===== config.mk =====
export PLATFORM = sky130hd
export DESIGN_NAME = branch_predictor
export DESIGN_NICKNAME = d
export VERILOG_FILES = /design/src/rtl/branch_predictor.sv
export SDC_FILE = /design/constraint.sdc
export NUM_CORES = 2
export LEC_CHECK = 0
export ABC_AREA = 1
export BUFFER_PORTS_ARGS = -buffer_cell sky130_fd_sc_hd__buf_2
export CAP_MARGIN = 0
export CORE_UTILIZATION = 47
export CTS_BUF_LIST = sky130_fd_sc_hd__clkbuf_4 sky130_fd_sc_hd__clkbuf_8
export DETAILED_ROUTE_END_ITERATION = 10
export MAX_ROUTING_LAYER = met4
export PLACE_DENSITY_LB_ADDON = 0.05
export REMOVE_ABC_BUFFERS = 1
export SKIP_CTS_REPAIR_TIMING = 1
export SYNTH_ARGS = -nofsm -noshare
export SYNTH_HDL_FRONTEND = slang
export SYNTH_SLANG_ARGS = --single-unit

===== constraint.sdc =====
create_clock -name clk -period 48.3 [get_ports clk]
set_input_delay 9.66 -clock clk [delete_from_list [all_inputs] [get_ports clk]]
set_output_delay 9.66 -clock clk [all_outputs]
set_load 0.01 [all_outputs]

===== src/rtl/branch_predictor.sv =====
// Branch predictor: direct-mapped BHT/BTB with 2-bit saturating counters,
// a two-stage prediction shadow pipe (fetch->decode->execute) and a
// running mispredict counter.
module branch_predictor #(
  parameter int ENTRIES = 16
) (
  input  logic        clk,
  input  logic        rst,
  input  logic [31:0] pc_f,
  output logic        pred_taken,
  output logic [31:0] pred_target,
  input  logic        stall,
  input  logic        flush,
  output logic        ex_pred_taken,
  input  logic        upd_en,
  input  logic [31:0] upd_pc,
  input  logic        upd_taken,
  input  logic [31:0] upd_target,
  output logic        mispredict,
  output logic [15:0] mispredict_cnt
);

  localparam int IDX   = $clog2(ENTRIES);
  localparam int TAG_W = 30 - IDX;

  logic [ENTRIES-1:0] valid_q, valid_d;
  logic [TAG_W-1:0]   tag_q    [ENTRIES];
  logic [TAG_W-1:0]   tag_d    [ENTRIES];
  logic [31:0]        target_q [ENTRIES];
  logic [31:0]        target_d [ENTRIES];
  logic [1:0]         ctr_q    [ENTRIES];
  logic [1:0]         ctr_d    [ENTRIES];

  logic        pd_q, pd_d;
  logic        pe_q, pe_d;
  logic [15:0] cnt_q, cnt_d;

  logic [IDX-1:0]   f_idx, u_idx;
  logic [TAG_W-1:0] f_tag, u_tag;
  logic             u_hit;

  // Byte-offset bits of both PCs carry no information for word-aligned branches.
  logic unused_pc_lsbs;
  assign unused_pc_lsbs = ^{pc_f[1:0], upd_pc[1:0]};

  function automatic logic [1:0] ctr_inc(input logic [1:0] c);
    return (c == 2'b11) ? c : c + 2'd1;
  endfunction

  function automatic logic [1:0] ctr_dec(input logic [1:0] c);
    return (c == 2'b00) ? c : c - 2'd1;
  endfunction

  assign f_idx = pc_f[IDX+1:2];
  assign f_tag = pc_f[31:IDX+2];
  assign u_idx = upd_pc[IDX+1:2];
  assign u_tag = upd_pc[31:IDX+2];
  assign u_hit = valid_q[u_idx] && (tag_q[u_idx] == u_tag);

  // Fetch-stage lookup reads current (pre-update) table state.
  always_comb begin
    pred_taken  = valid_q[f_idx] && (tag_q[f_idx] == f_tag) && ctr_q[f_idx][1];
    pred_target = pred_taken ? target_q[f_idx] : 32'h0;
  end

  assign ex_pred_taken = pe_q;
  assign mispredict    = upd_en && (upd_taken != pe_q);
  assign mispredict_cnt = cnt_q;

  // Next table state from the resolved branch in execute.
  always_comb begin
    valid_d  = valid_q;
    tag_d    = tag_q;
    target_d = target_q;
    ctr_d    = ctr_q;
    if (upd_en) begin
      if (u_hit) begin
        ctr_d[u_idx] = upd_taken ? ctr_inc(ctr_q[u_idx]) : ctr_dec(ctr_q[u_idx]);
        if (upd_taken) begin
          target_d[u_idx] = upd_target;
        end
      end else if (upd_taken) begin
        valid_d[u_idx]  = 1'b1;
        tag_d[u_idx]    = u_tag;
        target_d[u_idx] = upd_target;
        ctr_d[u_idx]    = 2'b10;
      end
    end
  end

  // Shadow pipe next state: flush clears, stall holds, otherwise advance.
  always_comb begin
    pd_d = pd_q;
    pe_d = pe_q;
    if (flush) begin
      pd_d = 1'b0;
      pe_d = 1'b0;
    end else if (!stall) begin
      pd_d = pred_taken;
      pe_d = pd_q;
    end
  end

  // Mispredict counter next state, wraps naturally at 16 bits.
  always_comb begin
    cnt_d = cnt_q + {15'd0, mispredict};
  end

  // State registers; reset returns the table to weakly-not-taken, invalid.
  always_ff @(posedge clk or posedge rst) begin
    if (rst) begin
      valid_q <= '0;
      for (int i = 0; i < ENTRIES; i++) begin
        tag_q[i]    <= '0;
        target_q[i] <= '0;
        ctr_q[i]    <= 2'b01;
      end
      pd_q  <= 1'b0;
      pe_q  <= 1'b0;
      cnt_q <= 16'h0;
    end else begin
      valid_q  <= valid_d;
      tag_q    <= tag_d;
      target_q <= target_d;
      ctr_q    <= ctr_d;
      pd_q     <= pd_d;
      pe_q     <= pe_d;
      cnt_q    <= cnt_d;
    end
  end

endmodule


==> impl_metrics.prom <==
# TYPE chip_impl_metric gauge
chip_impl_info{name="status",value="finished, violations left"} 1
chip_impl_info{name="violations",value="DRC"} 1
chip_impl_metric{name="die_height",unit="um"} 328.6
chip_impl_metric{name="share_of_the_yosys_chip_area_belonging_to_registers",unit=""} 0.4965
chip_impl_metric{name="firstDrtPassIters",unit=""} 10
chip_impl_metric{name="total_clock_buffers_created_by_cts",unit=""} 177
chip_impl_metric{name="cts.path.max_buffers",unit=""} 3
chip_impl_metric{name="max_slew_margin",unit=""} 0.2925
chip_impl_metric{name="slew_violations",unit=""} 0
chip_impl_info{name="tritoncts",value="built"} 1
chip_impl_metric{name="sequential_cell_area",unit="mm^2"} 0.02489
chip_impl_info{name="ys_top_cells_by_area",value="sky130_fd_sc_hd__dfrtp_1 49%, sky130_fd_sc_hd__nand2_1 18%, sky130_fd_sc_hd__o21ai_0 10%"} 1
chip_impl_metric{name="post-layout-total-power",unit="mW"} 2.318
chip_impl_metric{name="fmax",unit="MHz"} 40.99
chip_impl_metric{name="vdd.ir_drop.worst",unit="uV"} 26.84
chip_impl_metric{name="grt_use_total",unit=""} 0.3254
chip_impl_metric{name="synthesis.area",unit="mm^2"} 0.05014
chip_impl_metric{name="cellLeakagePower",unit="nW"} 26.20
chip_impl_info{name="final_cell_mix",value="2345 x sky130_fd_sc_hd__nand2_1, 997 x sky130_fd_sc_hd__o21ai_0, 978 x sky130_fd_sc_hd__dfrtp_1, 396 x sky130_fd_sc_hd__nor2_1, 264 x sky130_fd_sc_hd__a21oi_1"} 1
chip_impl_metric{name="finalClockSkew",unit="ns"} 0.03314
chip_impl_metric{name="cts_num_sinks",unit=""} 994
chip_impl_metric{name="postPlaceCellArea",unit="mm^2"} 0.05112
chip_impl_metric{name="global_placer_s_final_weighted_congestion",unit=""} 0.9372
chip_impl_metric{name="timing_worst_slew_pin_value",unit="ns"} 1.061
chip_impl_info{name="holdCritPathClass",value="reg -> reg"} 1
chip_impl_metric{name="nFillCells",unit=""} 10460
chip_impl_metric{name="buffer_ports.inserted",unit=""} 148
chip_impl_metric{name="count_of_standard_cell_rows",unit=""} 119
chip_impl_metric{name="post-route-period-util",unit=""} 0.5051
chip_impl_metric{name="routed_wl",unit="um"} 169800
chip_impl_metric{name="ys_async_sr_fraction",unit=""} 1.000
chip_impl_metric{name="floorplan.core_area",unit="mm^2"} 0.1056
chip_impl_metric{name="remaining_drc_errors",unit=""} 22
chip_impl_info{name="rsz0062_at_grt",value="false"} 1
chip_impl_info{name="top_layer_used",value="met4"} 1
chip_impl_metric{name="met2WireLength",unit="um"} 77680
chip_impl_metric{name="ant_nets",unit=""} 0
chip_impl_metric{name="final_layout_size_suffix_gt1_frac",unit=""} 0.09344
chip_impl_metric{name="number_of_antenna_violations_at_the_first_check_in_global_routing",unit=""} 8
chip_impl_metric{name="grt-ovfl-total",unit=""} 0
chip_impl_metric{name="power.density",unit="mW/mm^2"} 42.09
chip_impl_metric{name="final_net_count",unit=""} 6593
chip_impl_metric{name="boundaryPins",unit=""} 153
chip_impl_metric{name="mean_cell_area_of_the_mapped_netlist",unit="um^2"} 7.580
chip_impl_metric{name="min_tclk_post_route",unit="ns"} 24.40
chip_impl_metric{name="clock_latency",unit="ns"} 0.88
chip_impl_metric{name="met3_wirelength",unit="um"} 11740
chip_impl_metric{name="multi_input_comb_area",unit="mm^2"} 0.02223
chip_impl_metric{name="initial_core_util",unit=""} 0.4749
chip_impl_metric{name="routedLengthMet1",unit="um"} 74260
chip_impl_metric{name="final_worst_setup_slack",unit="ns"} 23.90
chip_impl_metric{name="synth_enable_flop_cells",unit=""} 0
chip_impl_metric{name="chipWidth",unit="um"} 328.6
chip_impl_metric{name="largest_net_degree_at_the_start_of_global_routing",unit=""} 157
chip_impl_metric{name="synth_largest_type_area_fraction",unit=""} 0.4881
chip_impl_metric{name="area_of_the_die",unit="mm^2"} 0.1080
chip_impl_metric{name="worst-endpoint-arrival",unit="ns"} 14.74
chip_impl_info{name="synth_ff_type",value="sky130_fd_sc_hd__dfrtp_1"} 1
chip_impl_metric{name="timing.final.hold_violations",unit=""} 0
chip_impl_metric{name="vias",unit=""} 45500
chip_impl_metric{name="drtIter0Drc",unit=""} 4370
chip_impl_info{name="worst_setup_path_end_kind",value="output pin"} 1
chip_impl_info{name="mostFrequentLayoutCell",value="sky130_fd_sc_hd__nand2_1"} 1
chip_impl_metric{name="layout-area-overhead-vs-synth",unit="%"} 9.843
chip_impl_metric{name="dpl.hpwl",unit="um"} 89410
chip_impl_metric{name="syn_inst",unit=""} 6614
chip_impl_metric{name="setup_violations",unit=""} 0
chip_impl_metric{name="clk_pin_slew",unit="ns"} 0.05
chip_impl_metric{name="grt_first_pass_wirelength",unit="um"} 261100
chip_impl_metric{name="final_cell_area",unit="mm^2"} 0.05507
chip_impl_metric{name="ys_warn_count",unit=""} 0
chip_impl_metric{name="grt_pass1_vias",unit=""} 43000
chip_impl_metric{name="setup_tns",unit="ns"} 0
chip_impl_metric{name="path_max_fanout",unit=""} 156
chip_impl_metric{name="max_cap_violations",unit=""} 0
chip_impl_info{name="synth_largest_area_cell",value="sky130_fd_sc_hd__dfrtp_1"} 1
chip_impl_metric{name="htree_num_levels",unit=""} 4
chip_impl_metric{name="post_synth_num_cell_types",unit=""} 45
chip_impl_metric{name="worstPathRequired",unit="ns"} 38.64
chip_impl_metric{name="wl_per_cell",unit="um"} 21.13
chip_impl_info{name="cts_root_buf",value="sky130_fd_sc_hd__clkbuf_8"} 1
chip_impl_metric{name="place_worst_setup_slack",unit="ns"} 23.89
chip_impl_metric{name="vias_per_cell",unit=""} 5.663
chip_impl_info{name="worstSetupStartpointType",value="input pin"} 1
chip_impl_info{name="ws_path_type",value="in -> out"} 1
chip_impl_metric{name="ys_seq_elements",unit=""} 994
-- cell type report --
type / count / share of cell area
Multi-Input combinational cell: 4864 / 0.4037
Sequential cell: 994 / 0.4520
Inverter: 227 / 0.01611
Antenna cell: 9 / 0.0004090
Clock inverter: 22 / 0.003930
Timing Repair Buffer: 225 / 0.02479
Tap cell: 1391 / 0.03160
Clock buffer: 303 / 0.06743
-- layer usage --
layer | vias up | global-route usage
li1 | 21660 | -
met1 | 21730 | 0.4303
met2 | 1749 | 0.5071
met3 | 364 | 0.04505
met4 | 0 | 0.1260
met5 | - | -
-- flip-flops by register name, summed over array words and instances, names as in the netlist --
register / flops
ctr_q: 32
mispredict_cnt: 16
pd_q: 1
valid_q: 16
target_q: 512
ex_pred_taken: 1
tag_q: 416
-- synthesized netlist by cell type (all sizes together), types with 44 or more instances --
| library cell | number |
|---|---|
| a21oi | 264 |
| a221oi | 69 |
| buf | 173 |
| clkbuf | 356 |
| dfrtp | 978 |
| inv | 226 |
| nand2 | 2364 |
| nand3 | 185 |
| nor2 | 404 |
| nor3 | 44 |
| o211ai | 111 |
| o21ai | 1245 |
-- critical path: stages --
cell	delay, ns
sky130_fd_sc_hd__buf_8	0.20
sky130_fd_sc_hd__inv_8	0.67
sky130_fd_sc_hd__buf_12	0.65
sky130_fd_sc_hd__buf_4	0.89
sky130_fd_sc_hd__o21ai_0	0.18
sky130_fd_sc_hd__o211ai_1	0.20
sky130_fd_sc_hd__o21ai_0	0.16
sky130_fd_sc_hd__mux2i_1	0.49
sky130_fd_sc_hd__or2_2	0.20
sky130_fd_sc_hd__nand3_1	0.07
sky130_fd_sc_hd__nor2_1	0.13
sky130_fd_sc_hd__nand3_2	0.07
sky130_fd_sc_hd__buf_4	0.34
sky130_fd_sc_hd__nor3_1	0.37
sky130_fd_sc_hd__buf_2	0.19
-- report_power, final --
group / switching, mW / leakage, nW / internal (mW)
sequential: 0.0923 / 12.7 / 0.987
clock: 0.368 / 2.09 / 0.489
combinational: 0.243 / 11.5 / 0.139
-- final timing paths --
check	from	endpoint	slack, ns	cells after the start
worst max-delay path	pc_f[2]	pred_target[25]	23.90	15
worst min-delay path	ctr_q[20]	ctr_q[20]	0.46	2
worst max register to register	tag_q[43]	tag_q[367]	44.46	15
worst min register to register	ctr_q[20]	ctr_q[20]	0.46	2
max in group asynchronous	rst	tag_q[114]	36.32	5
min in group asynchronous	rst	target_q[480]	8.86	2
-- cells by family after synthesis --
logic type               after synthesis  synth area share
XOR/XNOR                              23          0.004018
multiplexers                           1         0.0001997
adder cells (fa/ha/maj)                2         0.0004990
flip-flops                           994            0.4965
AO/OA/AOI/OAI                       1824            0.2014
buffers and inverters                756           0.06184
AND/OR/NAND/NOR                     3014            0.2355
-- metrics by stage --
stage | hold slack [ns] | instances | utilization
after floorplan | 0.4426 | 6085 | -
after global placement | 0.4542 | 7701 | 0.4842
after detailed placement | 0.4556 | 7701 | 0.4842
after CTS | 0.4644 | 8026 | 0.5215
after global routing | 0.4799 | 8033 | 0.5216
final | 0.4624 | 8035 | 0.5217
No activity file was read; power rests on OpenSTA's default activity.
